<file path="src/rtl/mem_arb_pkg.sv">
// Shared types and constants for the two-requester memory port arbiter.
package mem_arb_pkg;

    typedef enum logic [1:0] {
        ARB_IDLE,
        ARB_BUSY,
        ARB_RESP
    } arb_state_t;

    typedef enum logic {
        OWN_IF,
        OWN_LS
    } arb_owner_t;

    localparam logic [2:0] FETCH_FUNCT3 = 3'b010;

endpackage

</file>
<file path="src/rtl/mem_arb_perf_cnt.sv">
// Saturating event counter with enable; holds at all-ones instead of wrapping.
module mem_arb_perf_cnt #(
    parameter int WIDTH = 32
) (
    input  logic             clk,
    input  logic             reset,
    input  logic             en,
    output logic [WIDTH-1:0] count
);

    logic [WIDTH-1:0] count_reg;

    always_ff @(posedge clk) begin
        if (reset) begin
            count_reg <= '0;
        end else if (en && (count_reg != '1)) begin
            count_reg <= count_reg + WIDTH'(1);
        end
    end

    assign count = count_reg;

endmodule

</file>
<file path="src/rtl/mem_port_arbiter.sv">
// Round-robin arbiter sharing one memory port between fetch and load/store.
// Define MEM_ARB_PERF_EN to build the contention counter on perf_wait_cnt.
module mem_port_arbiter
    import mem_arb_pkg::*;
#(
    parameter int ADDR_W = 32,
    parameter int DATA_W = 32
) (
    input  logic              clk,
    input  logic              reset,
    input  logic              if_req,
    input  logic [ADDR_W-1:0] if_addr,
    output logic              if_done,
    input  logic              ls_req,
    input  logic [ADDR_W-1:0] ls_addr,
    input  logic              ls_wen,
    input  logic [DATA_W-1:0] ls_wdata,
    input  logic [2:0]        ls_funct3,
    output logic              ls_done,
    output logic [DATA_W-1:0] rdata,
    output logic              mem_req,
    output logic [ADDR_W-1:0] mem_addr,
    output logic              mem_wen,
    output logic [DATA_W-1:0] mem_wdata,
    output logic [2:0]        mem_funct3,
    input  logic              mem_ready,
    input  logic [DATA_W-1:0] mem_rdata,
    output logic [31:0]       perf_wait_cnt
);

    arb_state_t        state_reg;
    arb_owner_t        owner_reg;
    arb_owner_t        last_grant_reg;
    logic              mem_req_reg;
    logic              wen_reg;
    logic [ADDR_W-1:0] addr_reg;
    logic [DATA_W-1:0] wdata_reg;
    logic [2:0]        funct3_reg;
    logic [DATA_W-1:0] rdata_reg;
    logic              if_done_reg;
    logic              ls_done_reg;
    logic              grant_ls;

    // LS wins when alone, or on a tie when IF was served last.
    assign grant_ls = ls_req & (~if_req | (last_grant_reg == OWN_IF));

    always_ff @(posedge clk) begin
        if (reset) begin
            state_reg      <= ARB_IDLE;
            owner_reg      <= OWN_IF;
            last_grant_reg <= OWN_IF;
            mem_req_reg    <= 1'b0;
            wen_reg        <= 1'b0;
            addr_reg       <= '0;
            wdata_reg      <= '0;
            funct3_reg     <= '0;
            rdata_reg      <= '0;
            if_done_reg    <= 1'b0;
            ls_done_reg    <= 1'b0;
        end else begin
            if_done_reg <= 1'b0;
            ls_done_reg <= 1'b0;
            case (state_reg)
                ARB_IDLE: begin
                    if (if_req || ls_req) begin
                        state_reg   <= ARB_BUSY;
                        mem_req_reg <= 1'b1;
                        if (grant_ls) begin
                            owner_reg      <= OWN_LS;
                            last_grant_reg <= OWN_LS;
                            addr_reg       <= ls_addr;
                            wen_reg        <= ls_wen;
                            wdata_reg      <= ls_wdata;
                            funct3_reg     <= ls_funct3;
                        end else begin
                            owner_reg      <= OWN_IF;
                            last_grant_reg <= OWN_IF;
                            addr_reg       <= if_addr;
                            wen_reg        <= 1'b0;
                            wdata_reg      <= '0;
                            funct3_reg     <= FETCH_FUNCT3;
                        end
                    end
                end
                ARB_BUSY: begin
                    if (mem_ready) begin
                        state_reg   <= ARB_RESP;
                        mem_req_reg <= 1'b0;
                        // A store returns no data, so the response word is zero.
                        rdata_reg   <= wen_reg ? '0 : mem_rdata;
                        if (owner_reg == OWN_LS) begin
                            ls_done_reg <= 1'b1;
                        end else begin
                            if_done_reg <= 1'b1;
                        end
                    end
                end
                ARB_RESP: begin
                    state_reg <= ARB_IDLE;
                end
                default: begin
                    state_reg <= ARB_IDLE;
                end
            endcase
        end
    end

    assign mem_req    = mem_req_reg;
    assign mem_addr   = addr_reg;
    assign mem_wen    = wen_reg & mem_req_reg;
    assign mem_wdata  = wdata_reg;
    assign mem_funct3 = funct3_reg;
    assign rdata      = rdata_reg;
    assign if_done    = if_done_reg;
    assign ls_done    = ls_done_reg;

`ifdef MEM_ARB_PERF_EN
    logic access_active;
    logic wait_en;

    // A requester waits whenever it asks but does not own the access in flight.
    assign access_active = (state_reg != ARB_IDLE);
    assign wait_en = (if_req & ~(access_active & (owner_reg == OWN_IF))) |
                     (ls_req & ~(access_active & (owner_reg == OWN_LS)));

    mem_arb_perf_cnt #(
        .WIDTH(32)
    ) u_perf_cnt (
        .clk   (clk),
        .reset (reset),
        .en    (wait_en),
        .count (perf_wait_cnt)
    );
`else
    assign perf_wait_cnt = '0;
`endif

endmodule
</file>
<file path="config.mk">
export PLATFORM = sky130hd
export DESIGN_NAME = mem_port_arbiter
export DESIGN_NICKNAME = d
export VERILOG_FILES = /design/src/rtl/mem_arb_pkg.sv /design/src/rtl/mem_arb_perf_cnt.sv /design/src/rtl/mem_port_arbiter.sv
export SDC_FILE = /design/constraint.sdc
export NUM_CORES = 1
export LEC_CHECK = 0
export ABC_CLOCK_PERIOD_IN_PS = 2400
export CAP_MARGIN = 15
export CORE_MARGIN = 8
export CORE_UTILIZATION = 39
export DETAILED_ROUTE_END_ITERATION = 7
export GPL_TIMING_DRIVEN = 0
export PLACE_DENSITY_LB_ADDON = 0.3
export SYNTH_ARGS = -nofsm -noshare
export SYNTH_HDL_FRONTEND = slang
export SYNTH_HIERARCHICAL = 1
export SYNTH_SLANG_ARGS = --single-unit
</file>
<file path="constraint.sdc">
create_clock -name clk -period 2.4 [get_ports clk]
set_input_delay 0.48 -clock clk [delete_from_list [all_inputs] [get_ports clk]]
set_output_delay 0.48 -clock clk [all_outputs]
set_load 0.005 [all_outputs]
</file>
# Word-level counts from Yosys, hierarchy flattened
# Cells that the tools add are included.
word_totals:
  output_inout_bits: 135
  ff_bits: 106
  elab_cells: 42
  inputBits: 137
op_classes:
  eq_ne: 3
  reduce_logical: 8
  muxes: 14
  n_bitwise: 7
op_table:
  columns: ["operator", "n"]
  rows:
  - ["32-bit two-way mux", 3]
  - ["1-bit two-way mux", 6]
  - ["2-bit AND reduction", 3]
  - ["2-bit two-way mux", 2]
  - ["2-bit inequality test, second input constant", 2]
  - ["1-bit NOT", 4]
  - ["2-bit one-hot mux with 2 select lines", 1]
  - ["3-bit two-way mux", 1]
  - ["3-bit AND reduction", 1]
  - ["3-bit OR reduction", 1]
  - ["1-bit bitwise AND", 2]
  - ["2-bit by 1-bit == test with 1-bit output, second input constant", 1]
  - ["2-bit logical NOT", 1]
  - ["1-bit one-hot mux with 2 select lines", 1]
  - ["2-bit nonzero test", 1]
  - ["1-bit logical OR", 1]
  - ["1-bit OR", 1]

# Longest topological paths before layout
depth:
  word_depth: 4
  mapped_depth: 6
  ltp_nobuf: 3

# Worst setup path after synthesis
# OpenSTA, ideal clock, no wires.
synth_timing:
  kind: "input to register"
  start: "input if_req"
  end: "register addr_reg[12] (netlist: mem_addr[12])"
  t_required_ps: 2311
  path_buffers: 3
  setup_slack_ps: 904
  setup_time_ps: 89
  arrival_time_ps: 1407
  cell_stages: 6
  path_cell_list: "or2_1 buf_6 and2_4 buf_6 buf_6 a311oi_2"
synth_via:
  elab_chain_len: 4
  word_cells_on_any_way: 6
  classes_between: "1 x mux; 3 x bitwise; 2 x reduce/logical"
synth_rtl:
  columns: ["element", "line", "rtl"]
  rows:
  - ["start, declared", "mem_port_arbiter.sv:11", "input logic if_req,"]
  - ["1-bit NOT", "mem_port_arbiter.sv:45", "assign grant_ls = ls_req & (~if_req | (last_grant_reg == OWN_IF));"]
  - ["1-bit OR", "mem_port_arbiter.sv:45", null]
  - ["1-bit bitwise AND", "mem_port_arbiter.sv:45", null]
  - ["32-bit two-way mux", "mem_port_arbiter.sv:68", "if (grant_ls) begin"]
  - ["end signal, assigned", "mem_port_arbiter.sv:71", "addr_reg <= ls_addr;"]
  - ["end signal, assigned", "mem_port_arbiter.sv:78", "addr_reg <= if_addr;"]
  - ["end, declared", "mem_port_arbiter.sv:36", "logic [ADDR_W-1:0] addr_reg;"]
# Parallel ways exist; a longest one is shown, timed or not.
# A chain may end at the register's enable or synchronous reset.

# Worst setup path after layout
layout_timing:
  start: "register wen_reg"
  end: "output mem_wen"
layout_via:
  elab_chain_len: 1
layout_rtl:
  columns: ["element", "line", "rtl"]
  rows:
  - ["start, declared", "mem_port_arbiter.sv:35", "logic wen_reg;"]
  - ["start signal, assigned", "mem_port_arbiter.sv:72", "wen_reg <= ls_wen;"]
  - ["1-bit bitwise AND", "mem_port_arbiter.sv:110", "assign mem_wen = wen_reg & mem_req_reg;"]
  - ["end, declared", "mem_port_arbiter.sv:23", "output logic mem_wen,"]
# No other way between the ends.

==> reports/metrics.cfg <==
[synthesis]
synth.ff_latch_count=106
synth_largest_area_cell=dfxtp_1
ys_seq_area_share_pct=50.5
yosys_warnings=6
yosysTopAreaCellShare_pct=50.5
netlist_area_um2=4210
yosysUniqueCellTypes=25
syn_inst=397
synth_area_leaders=dfxtp_1, a22o_1, a311oi_2
syn_avg_cell_area_um2=10.6

[clock_tree]
post-cts-setup-buffers=0
cts_max_level=3
ctsResizeCount=0
cts_sinks=106
tritoncts=yes
path_clk_slew_ns=0.11
cts_root_buf=clkbuf_8
clkLatencyLatePin_ns=0.37
ctsHoldBuffers=0
numCtsBuffers=9
clock_path_buffers=2

[place]
place_hpwl_um=11600
post-place-ws_ns=0.127
io_buffers=239
place_congestion=0.775
dp_cells=807
dpl_cell_area_um2=6890

[die]
num_rows=38
io_pins=272
dieArea_um2=14400
start_util_pct=39.3
die_w_um=120
core_area_um2=10700
die_h_um=120

[finish]
antenna_cells=0
final_util_pct=66.4
multi_input_area_um2=1730
stdcell_area_um2=7100
nets=815
seqCellArea_um2=2120
area.growth.synth_to_final_pct=68.8
nFillCells=841
drive_above_1_share_pct=15.1
final-instance-count-excl-fill=823

[sta]
fin_crit_ns=1.86
max_freq_mhz=538
finalSetupViolCount=0
hold_slack_ns=0.477
worst_pin_slew_ns=0.729
max-slew-margin-rel_pct=51.4
skew_ns=0.0125
period_share_pct=77.4
fin_ws_ns=0.542
hold_viol=0
grt_setup_unrepaired=no
tns_ns=0
slew_violations=0

[run_status]
status=complete, no violations

[worst_setup_path]
end_kind=primary output
cp-start-kind=register
crit_type=register to primary output
cp_cell_sequence=and2_1, clkdlybuf4s50_1
arrival_ns=1.38
r2r_slack_ns=0.77
r2r_end=mem_addr[16]
cp_data_required_time_ns=1.92
cp_max_fo=3
r2r_start=last_grant_reg
reg2regPathDepth=4
crit_path_start=wen_reg
cp_slowest_cell=clkdlybuf4s50_1
critPathMaxStageDelay_ns=0.52

[global_routing]
grt_use_met2_pct=32.3
grt_pass1_wl_um=22500
antenna_found_initial=0
use_met3_pct=8.08
grt_pass1_vias=4168
grt.busiest_layer=met2
grt_max_degree=20
grt.overflow.total=0
groute.usage.overall_pct=19.6
grt_util_met1_pct=22.4

[detailed_routing]
wl_um=14600
drt.antenna.violating_nets=0
viasPerCell=4.86
drtIter0Drc=209
avgRoutedWirePerCell_um=17.7
drcViolationCount=0
vias=3997
drtPass1Iterations=5

[pwr]
p_leak_nw=2.83
powerDensity_nw_per_um2=587
p_total_mw=4.17
worst_ir_drop_vdd_mv=0.284

[min_path]
hold_path_end=mem_req
hold_path.class=register to register
holdPathStages=2
holdCritStartpoint=mem_req

[job]
drv_cap=0

-- cell type report --
class / count / area share (%)
clock inverter: 7 / 1.23
multi-input combinational: 250 / 24.3
buffer: 68 / 6.43
inverter: 4 / 0.211
tap: 140 / 2.47
sequential: 106 / 29.9
timing repair buffer: 239 / 33.7
clock buffer: 9 / 1.74
-- layer usage --
| metal | wire (um) | share of wire (%) |
|---|---|---|
| met5 | 0 | 0 |
| met4 | 303 | 2.1 |
| met3 | 1440 | 9.9 |
| met2 | 6780 | 47 |
| met1 | 6050 | 41 |
-- cell usage in the layout (no fill, tap or decap) --
cell and count:
clkdlybuf4s50_1 239, dfxtp_1 106, nand2_1 67, a22o_1 67
a21oi_1 35, buf_4 35, conb_1 32, a311oi_2 30
clkbuf_1 15, clkbuf_8 9, buf_6 8, buf_2 8
inv_1 4, and2_1 3, nor2_1 3, a21bo_2 2
buf_1 2, a311oi_1 2, inv_6 2, or2_1 1
and2_4 1, a21boi_2 1, and3_1 1, a21oi_2 1
o221a_2 1, nand3b_1 1, nand4bb_1 1, nand3_1 1
clkinv_8 1, clkinv_2 1, inv_8 1, clkinvlp_4 1
bufinv_16 1
-- report_power, final --
part / total [mW] / switching (mW) / internal, mW
Sequential: 1.97 / 0.0733 / 1.89
Combinational: 1.03 / 0.399 / 0.628
Clock: 1.18 / 0.671 / 0.505
Total: 4.17 / 1.14 / 3.03
-- worst max path at each step --
| stage | end | cells past startpoint |
|---|---|---|
| after floorplan | mem_addr[12] | 6 |
| after global placement | mem_addr[16] | 5 |
| after detailed placement | mem_addr[12] | 5 |
| after CTS | mem_addr[11] | 5 |
| after global routing | mem_addr[17] | 5 |
| final | mem_wen | 2 |
-- critical path, delay by kind of cell, from the launching register on --
kind	cells	cell delay [ns]
flops	1	0.37
buf+inv	1	0.52
simple gates	1	0.13
-- synthesized netlist by cell type --
master	instances
buf_2	8
nand2_1	67
o221a_2	1
buf_6	8
dfxtp_1	106
a21boi_2	1
buf_4	35
a21oi_2	1
inv_1	4
nand3_1	1
clkbuf_1	15
and2_4	1
nand4bb_1	1
a21bo_2	2
and2_1	3
nand3b_1	1
nor2_1	3
conb_1	1
a21oi_1	35
a22o_1	67
and3_1	1
or2_1	1
a311oi_2	30
a311oi_1	2
buf_1	2
-- kinds of logic (layout without fill, tap and decap cells) --
family / count (synthesis) / in the layout / synth area share [%]
AND/OR/NAND/NOR: 79 / 79 / 7.77
buffers and inverters: 72 / 327 / 11.2
AO/OA/AOI/OAI: 139 / 139 / 30.5
flip-flops: 106 / 106 / 50.5
other: 1 / 32 / 0.0892
No activity file was read; power rests on OpenSTA's default activity.
